$ cat src/rtl/sram_ctrl_pkg.sv
// rtl/sram_ctrl_pkg.sv - shared types and constants for the SRAM access controller
// Contents: access state enum, default wait count, half-word select constants.
package sram_ctrl_pkg;

    typedef enum logic [1:0] {
        IDLE = 2'd0,
        LOW  = 2'd1,
        HIGH = 2'd2,
        DONE = 2'd3
    } state_t;

    localparam int DEFAULT_WAIT_CYCLES = 5;

    localparam logic HALF_LO = 1'b0;
    localparam logic HALF_HI = 1'b1;

endpackage

$ cat src/rtl/register.sv
// rtl/register.sv - generic load/clear register
// Ports: clk, rst (sync, active-high), ld (load d), clr (sync clear), d, q.
module Register #(
    parameter int WIDTH = 16
) (
    input  logic             clk,
    input  logic             rst,
    input  logic             ld,
    input  logic             clr,
    input  logic [WIDTH-1:0] d,
    output logic [WIDTH-1:0] q
);

    always_ff @(posedge clk) begin
        if (rst || clr) begin
            q <= '0;
        end else if (ld) begin
            q <= d;
        end
    end

endmodule

$ cat src/rtl/sram_wait_counter.sv
// rtl/sram_wait_counter.sv - 4-bit wait counter timing each 16-bit half-access
// Ports: clk, rst (sync, active-high), clr (to 0), en (increment),
//        cnt (current count), last (cnt == WAIT_CYCLES-1).
module sram_wait_counter
    import sram_ctrl_pkg::*;
#(
    parameter int WAIT_CYCLES = DEFAULT_WAIT_CYCLES
) (
    input  logic       clk,
    input  logic       rst,
    input  logic       clr,
    input  logic       en,
    output logic [3:0] cnt,
    output logic       last
);

    always_ff @(posedge clk) begin
        if (rst || clr) begin
            cnt <= 4'd0;
        end else if (en) begin
            cnt <= cnt + 4'd1;
        end
    end

    assign last = (cnt == 4'(WAIT_CYCLES - 1));

endmodule

$ cat src/rtl/sram_access_ctrl.sv
// rtl/sram_access_ctrl.sv - splits a 32-bit MEM-stage load/store into two timed 16-bit SRAM accesses
// Ports: clk, rst (sync, active-high); MEM_R_EN/MEM_W_EN/Address/Write_Data request side;
//        Read_Data load result; ready (pipeline freeze = ~ready);
//        sram_addr/sram_dq_out/sram_dq_in/sram_dq_oe/sram_we_n SRAM side.
module sram_access_ctrl
    import sram_ctrl_pkg::*;
#(
    parameter int WAIT_CYCLES = DEFAULT_WAIT_CYCLES,
    parameter int SRAM_AW     = 18
) (
    input  logic               clk,
    input  logic               rst,
    input  logic               MEM_R_EN,
    input  logic               MEM_W_EN,
    input  logic [31:0]        Address,
    input  logic [31:0]        Write_Data,
    output logic [31:0]        Read_Data,
    output logic               ready,
    output logic [SRAM_AW-1:0] sram_addr,
    output logic [15:0]        sram_dq_out,
    input  logic [15:0]        sram_dq_in,
    output logic               sram_dq_oe,
    output logic               sram_we_n
);

    state_t      state;
    state_t      state_nxt;
    logic        is_write;
    logic        busy;
    logic        half;
    logic        last;
    logic [3:0]  cnt;
    logic        capture_lo;
    logic        capture_hi;
    logic [15:0] rd_lo;
    logic [15:0] rd_hi;

    // Access type is latched on the way out of IDLE so the SRAM strobes depend
    // only on registered state, and a request dropped mid-access still finishes.
    always_ff @(posedge clk) begin
        if (rst) begin
            state    <= IDLE;
            is_write <= 1'b0;
        end else begin
            state <= state_nxt;
            if (state == IDLE) begin
                is_write <= MEM_W_EN;
            end
        end
    end

    always_comb begin
        state_nxt = state;
        case (state)
            IDLE:    if (MEM_R_EN || MEM_W_EN) state_nxt = LOW;
            LOW:     if (last) state_nxt = HIGH;
            HIGH:    if (last) state_nxt = DONE;
            DONE:    state_nxt = IDLE;
            default: state_nxt = IDLE;
        endcase
    end

    assign busy = (state == LOW) || (state == HIGH);

    // Counter is held at 0 outside the data phases and wraps to 0 at the end of each half.
    sram_wait_counter #(
        .WAIT_CYCLES(WAIT_CYCLES)
    ) u_wait_counter (
        .clk (clk),
        .rst (rst),
        .clr (~busy | last),
        .en  (busy),
        .cnt (cnt),
        .last(last)
    );

    always_comb begin
        half        = (state == HIGH) ? HALF_HI : HALF_LO;
        sram_dq_out = 16'h0000;
        case (state)
            LOW:     sram_dq_out = Write_Data[15:0];
            HIGH:    sram_dq_out = Write_Data[31:16];
            default: sram_dq_out = 16'h0000;
        endcase
    end

    assign sram_addr  = {Address[SRAM_AW:2], half};
    assign sram_dq_oe = busy & is_write;
    // we_n releases on the final wait cycle so each half sees a rising edge.
    assign sram_we_n  = ~(busy & is_write & ~last);

    assign capture_lo = (state == LOW)  & last & ~is_write;
    assign capture_hi = (state == HIGH) & last & ~is_write;

    Register #(.WIDTH(16)) u_rd_lo (
        .clk(clk), .rst(rst), .ld(capture_lo), .clr(1'b0), .d(sram_dq_in), .q(rd_lo)
    );

    Register #(.WIDTH(16)) u_rd_hi (
        .clk(clk), .rst(rst), .ld(capture_hi), .clr(1'b0), .d(sram_dq_in), .q(rd_hi)
    );

    assign Read_Data = {rd_hi, rd_lo};
    assign ready     = ~(MEM_R_EN | MEM_W_EN) | (state == DONE);

    logic unused_bits;
    assign unused_bits = ^{Address[31:SRAM_AW+1], Address[1:0], cnt};

    // The requester must not change the request while the pipeline is frozen.
    a_req_stable : assert property (
        @(posedge clk) disable iff (rst)
        (busy && !ready) |-> ($stable(Address) && $stable(Write_Data) &&
                              $stable(MEM_R_EN) && $stable(MEM_W_EN))
    );

endmodule

$ cat config.mk
export PLATFORM = sky130hd
export DESIGN_NAME = sram_access_ctrl
export DESIGN_NICKNAME = d
export VERILOG_FILES = /design/src/rtl/sram_ctrl_pkg.sv /design/src/rtl/register.sv /design/src/rtl/sram_wait_counter.sv /design/src/rtl/sram_access_ctrl.sv
export SDC_FILE = /design/constraint.sdc
export NUM_CORES = 1
export LEC_CHECK = 0
export CORE_MARGIN = 8
export CORE_UTILIZATION = 32
export CTS_BUF_LIST = sky130_fd_sc_hd__clkbuf_16
export CTS_CLUSTER_DIAMETER = 50
export DETAILED_ROUTE_END_ITERATION = 10
export PLACE_DENSITY = 0.88
export SLEW_MARGIN = 20
export SYNTH_ARGS = -nofsm -noshare
export SYNTH_HDL_FRONTEND = slang
export SYNTH_SLANG_ARGS = --single-unit
$ cat constraint.sdc
create_clock -name clk -period 1.5 [get_ports clk]
set_input_delay 0.3 -clock clk [delete_from_list [all_inputs] [get_ports clk]]
set_output_delay 0.3 -clock clk [all_outputs]
set_load 0.05 [all_outputs]
Word level (Yosys, flattened, before mapping). Index checks and enable logic that the tools add are counted.

Word-level logic and storage cells: 38. Output and inout bits: 69. Register bits: 39.

Bitwise gates (word level): 14. Equal/unequal tests: 7. Mux-type cells: 6. Reduce and logical (&&, ||, !) cells: 5. $add $sub $neg: 1.

Operator list (count): $pmux 16 s2 (1); $pmux 2 s4 (1); $and 1x1->1 (6); $mux 2 (3); $not 1->1 (5); $add 4x1->4 const B (1); $eq 2x2->1 const B (2); $eq 4x3->1 const B (1); $ne 2x2->1 const B (2); $logic_or 1x1->1 (3); $or 1x1->1 (3); $reduce_and 3->1 (1); $eq 2x1->1 const B (1); $logic_not 2->1 (1); $ne 2x1->1 const B (1); $mux 1 (1).

Logic depth before layout (Yosys ltp).
Depth after elaboration: 5. Depth in mapped cells: 7. Depth with buffers taken out: 5.

Hierarchy. A second synthesis with hierarchy kept.

Cells, all modules: 213. Area total of the unflattened synthesis: 2025.7 um^2.

Modules (own cells, without submodules): Register (cells each 53, times used 2, area an instance 581.8 um^2); sram_access_ctrl (cells each 85, times used 1, area an instance 656.9 um^2); sram_wait_counter (cells each 22, times used 1, area an instance 205.2 um^2).

Worst setup path after synthesis. Ideal clock, no wire load.

Path type: register to output. From: reg state[0]. To: out sram_dq_out[10]. Setup slack: -0.764 ns. Stages on the path, launching flop included: 7. Required time: 1.200 ns. Arrival: 1.964 ns. Path through: dfxtp_1 inv_1 ha_1 clkbuf_1 clkbuf_1 a22oi_1 nor2b_1.

Word-level cells in the longest chain between the ends: 2. Elaborated cells between the ends (all ways): 3.

Ends and longest elaborated chain: from (decl) (line sram_access_ctrl.sv:26) `state_t state;`; from (signal assigned) (line sram_access_ctrl.sv:45) `state <= state_nxt;`; $eq 2x2->1 / $eq 2x1->1 (equally long branches) (line sram_access_ctrl.sv:80) `case (state)`; $pmux 16 s2 * (line sram_access_ctrl.sv:80); to (decl) (line sram_access_ctrl.sv:20) `output logic [15:0] sram_dq_out,`.

Every way passes the cells marked *; elsewhere a longest branch is shown, timed or not.

Final worst setup path.
From: reg state[0]. To: out sram_dq_out[8].

The elaborated chain is that of the path after synthesis.

==> summary.md <==
| Metric | Value |
|---|---|
| Cell taking the most area after synthesis | dfxtp_1 |
| Setup violations, final | 29 |
| Post-route DRC | 0 |
| Initial Util | 0.3228 |
| Die area | 0.009578 mm^2 |
| Clock Latency Late Sink | 280 ps |
| Pint | 3.265 mW |
| Syn Area/Cell | 9.617 um^2 |
| Post-Route WL | 7.064 mm |
| CTS tree | done |
| Largest net degree at the start of global routing | 43 |
| Worst slew pin tran | 260.4 ps |
| Seq/Total Area, Yosys | 0.3641 |
| CTS root buf | clkbuf_16 |
| Total CTS buffers | 5 |
| Vias in the first global route | 2145 |
| Core Rows | 30 |
| GRT overflow | 0 |
| Crit-path max FO | 12 |
| Reg area | 790.8 um^2 |
| I/O Pins | 153 |
| Fmax achieved | 543.4 MHz |
| H-tree depth | 2 |
| I/O Buffers | 103 |
| Post-route clock period utilization | 1.227 |
| Outcome | finished with violations |
| Share of power burned in registers | 0.232 |
| Fin Hold WS | 509.0 ps |
| Max Slew Vio Count | 0 |
| Yosys warns | 0 |
| Fill count | 448 |
| Maxcap violations | 0 |
| Max_slew headroom | 0.8258 |
| Die W | 97.87 um |
| Count leader, synth | nand2b_1 |
| Setup crit end kind | output pin |
| GR Util met3 | 0.06899 |
| Async set-reset flop share out of synthesis | 0 |
| Main synth FF type | dfxtp_1 |
| Total Power | 4.934 mW |
| Post-Syn Instances | 223 |
| Synthesized cell area | 0.002145 mm^2 |
| Layout area overhead | 108.5% |
| Post-route ant nets | 0 |
| CP Data Arrival Time | 1540 ps |
| Critical Path RT | 1200 ps |
| NetSw | 1.668 mW |
| Share of layout cells above drive strength 1 | 0.4551 |
| Die Span Y | 97.87 um |
| CORE AREA | 0.006644 mm^2 |
| Initial antenna violation count | 0 |
| Detailed placement HPWL | 5.020 mm |
| Synth Register Bits | 39 |
| Type of origin of the critical path | flop |
| Nets | 425 |
| Routing usage on met1 | 0.1473 |
| Post-synthesis cell type count | 24 |
| Wirelength per Cell | 17.06 um |
| Top post-synthesis cells by area | dfxtp_1 36%, mux2i_1 16%, nand2b_1 15%, buf_4 6.7%, a22oi_1 5.6% |
| GRT busiest layer | met2 |
| Synth top area share | 0.3641 |
| RSZ-0062 raised after global routing | yes |
| Placer Congestion | 0.7311 |
| Core Util, Final | 0.6731 |
| Final Hold Viols | 0 |
| Clk slew on worst S/H paths | 50 ps |
| Setup CP Type | reg2out |
| DRT iter0 DRCs | 26 |
| Failing checks | setup timing |
| Clk_skew | 6.896 ps |
| PD cells | 1103 mW/mm^2 |
| Post-Syn Nets | 315 |
| Multi-input gate area | 0.001456 mm^2 |
| Met2 global-route usage | 0.2482 |
| Detailed Routing Iterations Pass 1 | 3 |
| Worst min path class | reg2reg |
| Post-synth EDFFs | 0 |
| Switching share of total power | 0.3382 |
| Gate power share | 0.561 |
| # diodes | 0 |
| Commonest cells post-synth | 51 x nand2b_1, 39 x dfxtp_1, 35 x mux2i_1 |
| Clock network power share | 0.207 |
| Setup ws final | -340.1 ps |
| First-pass GRT wire length | 11.12 mm |
| Worst ir drop on vdd | 0.6594 mV |
| Via count | 1946 |
| CTS max path bufs | 2 |
| Clock sink total | 39 |
| Routed vias/inst | 4.700 |
| Leakage power | 1.765 nW |
| Total GRT Usage | 0.1416 |
| Post-layout min period | 1840 ps |
## critical path: stages (launching register included)
cell and delay, ps:
dfxtp_4 370, inv_4 50, buf_12 120, ha_4 290, buf_12 130, nor2b_4 160
buf_12 140
## power groups by stage
stage / logic, mW / registers [mW] / clock network, mW
floorplan: 1.53 / 1.14 / 0
global placement: 2.19 / 1.14 / 0
detailed placement: 2.23 / 1.14 / 0
CTS: 2.55 / 1.13 / 1.03
global route: 2.90 / 1.15 / 1.07
finish: 2.77 / 1.14 / 1.02
## cell families after synthesis
| group | count (synthesis) | share of synthesized area |
|---|---|---|
| buf+inv | 38 | 0.1120 |
| flops | 39 | 0.3641 |
| xor+xnor | 2 | 0.008170 |
| compound gates | 18 | 0.06418 |
| fa+ha+maj | 8 | 0.04668 |
| simple gates | 83 | 0.2416 |
| mux | 35 | 0.1634 |
## through the flow
step	instance area, um^2	TNS (ps)	setup WS, ps	instances
2_1_floorplan	2405	-1107	-66.56	223
3_3_place_gp	3955	-1195	-96.08	389
3_5_place_dp	3955	-1773	-142.4	389
4_1_cts	4367	-7630	-339.0	409
5_1_grt	4472	-9762	-384.0	414
6_report	4472	-7052	-340.1	414
## area by class of cell
| class | instances | area share |
|---|---|---|
| Clock inverter | 3 | 0.003637 |
| Tap cell | 80 | 0.02238 |
| Multi-Input combinational cell | 146 | 0.3257 |
| Sequential cell | 39 | 0.1768 |
| Timing Repair Buffer | 136 | 0.4387 |
| Clock buffer | 5 | 0.02798 |
| Inverter | 5 | 0.004757 |
## flip-flops by register name (all words and copies together), names as in the netlist
register            count
is_write                1
state                   2
u_wait_counter.cnt      4
u_rd_lo.q              16
u_rd_hi.q              16
## worst paths after layout
check | start | endpoint | slack (ps) | depth (start not counted)
max | state[0] | sram_dq_out[8] | -340 | 6
min | u_rd_hi.q[1] | u_rd_hi.q[1] | 510 | 2
max reg2reg | state[0] | u_wait_counter.cnt[2] | -280 | 10
min reg2reg | u_rd_hi.q[1] | u_rd_hi.q[1] | 510 | 2
## layer usage
metal  vias to the layer above  wire [um]  part of all wire
li1                        939          -                 -
met1                       908       2762              0.39
met2                        89       3411              0.48
met3                        10        774              0.11
met4                         0        116             0.016
met5                         -          0                 0
## cells in the final DEF, fill, tap and decap left out, drive strengths merged
cell,count
xor2,2
and2,1
nor2,6
or2b,1
nand3b,1
clkinv,1
nor3b,1
clkbuf,7
a22oi,16
clkdlybuf4s50,51
nand4,1
or2,2
mux2i,35
nand2,2
or3b,1
nor2b,16
o21bai,1
ha,8
buf,83
dfxtp,39
inv,6
a22o,1
nand2b,51
clkinvlp,1
## timing repair
action,CTS,global route
gates resized for setup,33,16
setup endpoints to repair,48,58
gates cloned,2,3
pin swaps,6,10
setup buffers,10,6
hold buffers,0,0
(Power assumes the default switching activity.)
